**config.mk**
```make
export PLATFORM = sky130hd
export DESIGN_NAME = cache_valid_array
export DESIGN_NICKNAME = d
export VERILOG_FILES = /design/src/rtl/cache_valid_array.sv
export SDC_FILE = /design/constraint.sdc
export NUM_CORES = 1
export LEC_CHECK = 0
export BUFFER_PORTS_ARGS = -buffer_cell sky130_fd_sc_hd__buf_2
export CORE_UTILIZATION = 55
export CTS_CLUSTER_SIZE = 16
export DETAILED_ROUTE_END_ITERATION = 8
export PLACE_DENSITY = 0.72
export SYNTH_ARGS = -nofsm -noshare
export SYNTH_HDL_FRONTEND = slang
export SYNTH_SLANG_ARGS = --single-unit
```
**constraint.sdc**
```tcl
create_clock -name Clk -period 5.76 [get_ports Clk]
set_input_delay 1.152 -clock Clk [delete_from_list [all_inputs] [get_ports Clk]]
set_output_delay 1.152 -clock Clk [all_outputs]
set_load 0.005 [all_outputs]
```
**src/rtl/cache_valid_array.sv**
```systemverilog
// Set-associative valid-bit array with registered per-set read, per-way write and a
// one-set-per-cycle flush sweep. Optional dirty array enabled by CACHE_VALID_DIRTY_EN.
module cache_valid_array #(
  parameter int NUM_SETS = 64,
  parameter int NUM_WAYS = 2,
  parameter int INDEX_W  = $clog2(NUM_SETS),
  parameter int WAY_W    = (NUM_WAYS > 1 ? $clog2(NUM_WAYS) : 1)
) (
  input  logic                Clk,
  input  logic                ResetN,
  input  logic                RdEn,
  input  logic [INDEX_W-1:0]  RdIndex,
  output logic [NUM_WAYS-1:0] RdValid,
  input  logic                WrEn,
  input  logic [INDEX_W-1:0]  WrIndex,
  input  logic [WAY_W-1:0]    WrWay,
  input  logic                WrValid,
  input  logic                FlushReq,
`ifdef CACHE_VALID_DIRTY_EN
  input  logic                WrDirty,
  output logic [NUM_WAYS-1:0] RdDirty,
  output logic                FlushDirtySeen,
`endif
  output logic                FlushBusy,
  output logic                FlushDone
);

  typedef enum logic [1:0] {
    ST_IDLE  = 2'd0,
    ST_FLUSH = 2'd1,
    ST_DONE  = 2'd2
  } state_e;

  localparam logic [INDEX_W-1:0] LAST_IDX = INDEX_W'(NUM_SETS - 1);

  state_e                             state_q, state_d;
  logic [INDEX_W-1:0]                 cnt_q, cnt_d;
  logic [NUM_SETS-1:0][NUM_WAYS-1:0]  valid_q, valid_d;
  logic [NUM_WAYS-1:0]                rd_valid_q, rd_valid_d;
  logic                               busy_q, busy_d;
  logic                               done_q, done_d;
  logic [NUM_WAYS-1:0]                way_mask_s;
  logic                               idle_s;
  logic                               wr_ok_s;

  assign idle_s  = (state_q == ST_IDLE);
  // A simultaneous flush request takes priority and drops the write.
  assign wr_ok_s = WrEn & idle_s & ~FlushReq;

  // One-hot way select; an out-of-range WrWay yields an empty mask and writes nothing.
  always_comb begin
    way_mask_s = '0;
    for (int w = 0; w < NUM_WAYS; w++) begin
      way_mask_s[w] = (WrWay == WAY_W'(w));
    end
  end

  // Flush sequencer next-state and sweep counter.
  always_comb begin
    state_d = state_q;
    cnt_d   = cnt_q;
    case (state_q)
      ST_IDLE: begin
        if (FlushReq) begin
          state_d = ST_FLUSH;
          cnt_d   = '0;
        end else begin
          state_d = ST_IDLE;
        end
      end
      ST_FLUSH: begin
        cnt_d = cnt_q + 1'b1;
        if (cnt_q == LAST_IDX) begin
          state_d = ST_DONE;
        end else begin
          state_d = ST_FLUSH;
        end
      end
      ST_DONE: state_d = ST_IDLE;
      default: begin
        state_d = ST_IDLE;
        cnt_d   = '0;
      end
    endcase
    busy_d = (state_d == ST_FLUSH);
    done_d = (state_d == ST_DONE);
  end

  // Valid array update and read path; the read sees valid_d, giving write-first bypass.
  always_comb begin
    valid_d = valid_q;
    if (state_q == ST_FLUSH) begin
      valid_d[cnt_q] = '0;
    end else if (wr_ok_s) begin
      valid_d[WrIndex] = (valid_q[WrIndex] & ~way_mask_s) | (way_mask_s & {NUM_WAYS{WrValid}});
    end else begin
      valid_d = valid_q;
    end
    if (!RdEn) begin
      rd_valid_d = rd_valid_q;
    end else if (!idle_s) begin
      rd_valid_d = '0;
    end else begin
      rd_valid_d = valid_d[RdIndex];
    end
  end

  // State, counter, array and output registers.
  always_ff @(posedge Clk or negedge ResetN) begin
    if (!ResetN) begin
      state_q    <= ST_IDLE;
      cnt_q      <= '0;
      valid_q    <= '0;
      rd_valid_q <= '0;
      busy_q     <= 1'b0;
      done_q     <= 1'b0;
    end else begin
      state_q    <= state_d;
      cnt_q      <= cnt_d;
      valid_q    <= valid_d;
      rd_valid_q <= rd_valid_d;
      busy_q     <= busy_d;
      done_q     <= done_d;
    end
  end

  assign RdValid   = rd_valid_q;
  assign FlushBusy = busy_q;
  assign FlushDone = done_q;

`ifdef CACHE_VALID_DIRTY_EN
  logic [NUM_SETS-1:0][NUM_WAYS-1:0]  dirty_q, dirty_d;
  logic [NUM_WAYS-1:0]                rd_dirty_q, rd_dirty_d;
  logic                               seen_q, seen_d;

  // Dirty array mirrors the valid array; clearing a valid bit also clears its dirty bit.
  always_comb begin
    dirty_d = dirty_q;
    seen_d  = seen_q;
    if (state_q == ST_FLUSH) begin
      dirty_d[cnt_q] = '0;
      seen_d         = seen_q | (|(valid_q[cnt_q] & dirty_q[cnt_q]));
    end else if (idle_s && FlushReq) begin
      seen_d = 1'b0;
    end else if (wr_ok_s) begin
      dirty_d[WrIndex] = (dirty_q[WrIndex] & ~way_mask_s) |
                         (way_mask_s & {NUM_WAYS{WrValid & WrDirty}});
    end else begin
      dirty_d = dirty_q;
    end
    if (!RdEn) begin
      rd_dirty_d = rd_dirty_q;
    end else if (!idle_s) begin
      rd_dirty_d = '0;
    end else begin
      rd_dirty_d = dirty_d[RdIndex];
    end
  end

  // Dirty state registers.
  always_ff @(posedge Clk or negedge ResetN) begin
    if (!ResetN) begin
      dirty_q    <= '0;
      rd_dirty_q <= '0;
      seen_q     <= 1'b0;
    end else begin
      dirty_q    <= dirty_d;
      rd_dirty_q <= rd_dirty_d;
      seen_q     <= seen_d;
    end
  end

  assign RdDirty        = rd_dirty_q;
  assign FlushDirtySeen = seen_q;
`endif

endmodule

```
* Word level (Yosys, flattened, before mapping)
Index checks and enable logic that the tools add are counted.
** Storage, ports and cells
- Register bits after elaboration :: 140
- Latch bits :: 0
- Bits in writable memories :: 0
- ROM bits :: 0
- Bits of input ports :: 19
- Output and inout bits :: 4
- Word-level logic and storage cells :: 113
- Memories kept :: 0
** Operators by class
- Add/subtract/negate cells :: 1
- $mul :: 0
- Divide/modulo/power cells :: 0
- Magnitude comparators :: 5
- Equal/unequal tests :: 6
- Shift operators :: 0
- Multiplexer cells :: 17
- Bitwise gates (word level) :: 11
- Reductions and logical operators :: 4
** Operator list (number)
- 128-bit 2-to-1 mux :: 2
- 128-bit AND :: 1
- 128-bit bitwise mux :: 1
- 128-bit NOT :: 1
- 2-bit binary-select mux with 6-bit select :: 2
- 2-bit demux with 6-bit select :: 2
- 6-bit by 7-bit less-than comparator with 1-bit output, second input constant :: 3
- 6-bit case mux with 3 select lines :: 1
- 6-bit by 1-bit greater-or-equal comparator with 1-bit output, second input constant :: 2
- 2-bit 2-to-1 mux :: 6
- 6-bit by 1-bit adder with 6-bit output, second input constant :: 1
- 6-bit equality test, second input constant :: 1
- 6-bit 2-to-1 mux :: 1
- 2-bit AND :: 2
- 2-bit by 1-bit equality test with 1-bit output, second input constant :: 2
- 2-bit equality test, second input constant :: 2
- 2-bit case mux with 2 select lines :: 1
- 1-bit NOT :: 3
- 1-bit AND :: 2
- 1-bit logical AND :: 2
- 2-bit zero test :: 1
- 2-bit inequality test, second input constant :: 1
- 2-bit NOT :: 1
- 2-bit OR :: 1
- 2 further kinds :: 2

* Longest topological paths before layout
- Depth after elaboration :: 10
- Mapped depth :: 18
- Depth with buffers taken out :: 10

* Worst setup path after synthesis
Ideal clock, no wire load.
- Kind :: input port to flip-flop
- From :: in WrIndex[1]
- To :: reg rd_valid_q[1], in the netlist RdValid[1]
- Library setup time :: 0.128 ns
- Data arrival time :: 3.970 ns
- Data required time :: 5.632 ns
- Setup slack :: 1.662 ns
- Cell stages on the path :: 13
- Buffers on the path :: 3
- Path through :: buf_6 -> buf_6 -> buf_2 -> mux4_2 -> nand2b_1 -> a22o_1 -> or4_4 -> o21bai_2 -> nor3_1 -> or4b_1 -> a41o_1 -> o211ai_2 -> o22ai_1
** Between the ends
- Longest elaborated chain between the ends :: 10
- Elaborated cells between the ends (all ways) :: 15
- Those cells by class :: 2 x order compare; 10 x mux; 2 x bitwise; 1 x reduce/logical
** Ends and longest elaborated chain
- start, declared :: line 15 : input logic [INDEX_W-1:0] WrIndex,
- 6-bit by 7-bit less-than comparator with 1-bit output (not written as such) (tied with other cells) :: line 95 : valid_d[WrIndex] = (valid_q[WrIndex] & ~way_mask_s) | (way_mask_s & {NUM_WAYS{WrValid}});
- 1-bit logical AND (not written as such) or 2-bit 2-to-1 mux (tied branches) :: line 95
- 2-bit 2-to-1 mux (not written as such) or 2-bit AND (tied branches) :: line 95
- 2-bit demux with 6-bit select or 2-bit OR (tied branches) :: line 95
- 128-bit bitwise mux * :: line 95
- 128-bit 2-to-1 mux * :: line 94 : end else if (wr_ok_s) begin
- 128-bit 2-to-1 mux * :: line 92 : if (state_q == ST_FLUSH) begin
- 2-bit binary-select mux with 6-bit select * :: line 104 : rd_valid_d = valid_d[RdIndex];
- 2-bit 2-to-1 mux (not written as such) * :: line 104
- 2-bit 2-to-1 mux * :: line 101 : end else if (!idle_s) begin
- end signal, assigned :: line 121 : rd_valid_q <= rd_valid_d;
- end, declared :: line 39 : logic [NUM_WAYS-1:0] rd_valid_q, rd_valid_d;
Every way passes the cells marked *; elsewhere a longest branch is shown, timed or not. The select of a mux whose other input is x is not followed.
A chain may end at the register's enable or synchronous reset.

==> flow_metrics.tcl <==
set metrics [dict create \
    violations "design-rule violations" \
    cap_violations 0 \
    async_flop_share_pct 100.0 \
    multi_input_area_sq_um 5657 \
    synth_ff_type "dfrtp_1" \
    ir_worst_vdd_mv 0.3191 \
    worst_setup_path_end_kind "flip-flop" \
    worst_pin_slew_ns 1.472 \
    syn2layout_area_growth_pct 10.18 \
    grt_overflow 0 \
    die_h_um 134.7 \
    clk_transition_reported_paths_ns 0.06 \
    cts_setup_buffers 0 \
    synth_cells 1149 \
    grt_pass1_wl_um 64540 \
    relSlewSlack_pct 1.654 \
    synthTopCellsByCount "nand2_1, o21ai_0, dfrtp_1" \
    netlist.area_leader.share_pct 36.19 \
    grt_max_degree 103 \
    hold_class "flip-flop to flip-flop" \
    clock-sinks 140 \
    dr.pass1.iters 9 \
    ctsLongestPathBuffers 2 \
    post-route-drc-count 6 \
    dp_hpwl_um 30360 \
    fin_crit_sh_pct 84.62 \
    status "finished with violations" \
    core_area_sq_um 17240 \
    ff_latch_area_sq_um 3503 \
    synth-seq-cells 140 \
    ctsResizeCount 0 \
    wl_um 43410 \
    cts_hold_buf 0 \
    cts_tree "built" \
    grt_pass1_vias 9939 \
    die_w_um 134.7 \
    total_power_mw 3.428 \
    vias_per_cell 7.587 \
    yosysSeqAreaShare_pct 36.19 \
    required_ns 6.08 \
    synth.most_common_cell "nand2_1" \
    rsz0062_at_grt "false" \
    antenna_left 0 \
    fmax_ghz 0.2052 \
    nets 1167 \
    antenna_found_initial 2 \
    yosysTopAreaCell "dfrtp_1" \
    syn_nets 1169 \
    rows 48 \
    synth_edf_count 0 \
    yosysWarnings 0 \
    yosysUniqueCellTypes 83 \
    skew_ns 0.01214 \
    cts_buffers 17 \
    nFillCells 1533 \
    ios 23 \
    avgSynthCellArea_sq_um 8.426 \
    drv_slew 0 \
    hold_violations 0 \
    fin_setup_tns_ns 0 \
    insertion_delay_ns 0.44 \
    layout-drive-gt1-share_pct 13.28 \
    period_minus_slack_ns 4.874 \
    critical_path_class "input port to flip-flop" \
    synthesis.area_sq_um 9682 \
    p_per_area_nw_per_um2 321.3 \
    cp.arrival_ns 5.19 \
    place.gp.congestion 1.082 \
    drt_iter0_drc 1738 \
    critical_path_peak_fanout 29 \
    leakagePower_nw 4.241 \
    vias 10520 \
    gr-usage-all-layers_pct 49.62 \
    start_util_pct 56.17 \
    die_area_sq_um 18140 \
    htree_levels 4 \
    wl_per_cell_um 31.32 \
    final-setup-viol-count 0 \
    critPathLaunchType "input port" \
    cts_root_buf "clkbuf_16" \
    synthTopCellsByArea "dfrtp_1, o21ai_0, nand2_1, mux2i_1, o211ai_1" \
    portBuffers 22 \
]
==> sequential cells by signal (all words and copies together), names as in the netlist <==
signal / cells
RdValid: 2
FlushBusy: 1
valid_q: 128
FlushDone: 1
cnt_q: 6
state_q: 2
==> power by group <==
group	switching [mW]	total (mW)	internal, mW
sequential	0.127	1.21	1.08
combinational	0.773	1.06	0.291
clock	0.471	1.15	0.684
==> layout by cell type (no fill, tap or decap), types with 6 or more instances in the layout <==
cell and n:
or3_1 8, o211ai_1 49, a21oi_1 38, nor3_1 16
and2_1 9, buf_2 21, nor2b_1 7, nand3b_1 11
a21o_1 9, o31ai_1 12, clkbuf_16 17, nand4_1 8
a32oi_1 9, a31oi_1 17, mux2_2 7, o22ai_1 12
dfrtp_1 140, and3b_1 11, nor2_1 72, nand3_1 65
nor3b_1 9, inv_1 23, or2_2 6, buf_4 47
and3_1 8, a22oi_1 21, nand2_1 157, mux4_2 16
o2111ai_1 12, mux2i_1 44, a311oi_1 7, nand2b_1 17
o21ai_0 145
==> critical path, stage by stage <==
cell and delay [ns]:
buf_2 0.60, buf_4 0.31, mux2_1 0.35, o2bb2ai_1 0.13, a311oi_1 0.42, o211ai_1 0.16
or4_1 0.62, and2_4 0.29, a22o_1 0.24, a221o_1 0.32, a311o_1 0.37, and4_1 0.22
==> cell type report <==
cell class,instances,share of cell area (%)
Timing Repair Buffer,72,4.961
Clock inverter,13,1.572
Inverter,25,0.8797
Antenna cell,1,0.02346
Clock buffer,19,4.058
Multi-Input combinational cell,891,53.03
Sequential cell,140,32.84
Tap cell,225,2.639
==> logic make-up (layout without fill, tap and decap cells) <==
family                     after synthesis  after routing  synth area share [%]
AOI/OAI and AO/OA                      390            390                 26.45
xor gates and xnor gates                 4              4                0.3619
adders and majority gates                1              1                0.1292
buffers and inverters                  118            129                 5.570
DFF                                    140            140                 36.19
muxes                                   70             70                 9.434
other                                    0              1                     0
and+or+nand+nor                        426            426                 21.87
==> path summary, 6_finish.rpt <==
check,startpoint,endpoint,slack (ns),depth (start not counted)
min,valid_q[125],valid_q[125],0.50,2
max,WrIndex[1],RdValid[0],0.89,12
min in group asynchronous,ResetN,valid_q[115],0.85,1
max in group asynchronous,ResetN,cnt_q[3],3.83,2
max reg2reg,state_q[0],RdValid[0],1.65,9
min reg2reg,valid_q[125],valid_q[125],0.50,2
==> through the flow <==
step           hold WS [ns]  instance area [sq um]  setup slack [ns]  instances  util [%]
4_1_cts              0.5106                  10670             1.019       1385     61.88
2_1_floorplan        0.4568                   9682             1.662       1149         -
3_5_place_dp         0.4974                  10060            0.5939       1353     58.39
5_1_grt              0.5361                  10670            0.8716       1385     61.88
6_report             0.5022                  10670            0.8861       1386     61.89
3_3_place_gp         0.4834                  10060            0.6871       1353     58.39
==> per-layer routing <==
layer	track usage [%]	vias up	share of wire, %
met5	0	-	0
met4	26.40	0	6.9
met3	20.87	245	16
met2	70.05	954	41
met1	64.28	4995	37
li1	-	4321	-
No activity file was read; power rests on OpenSTA's default activity.
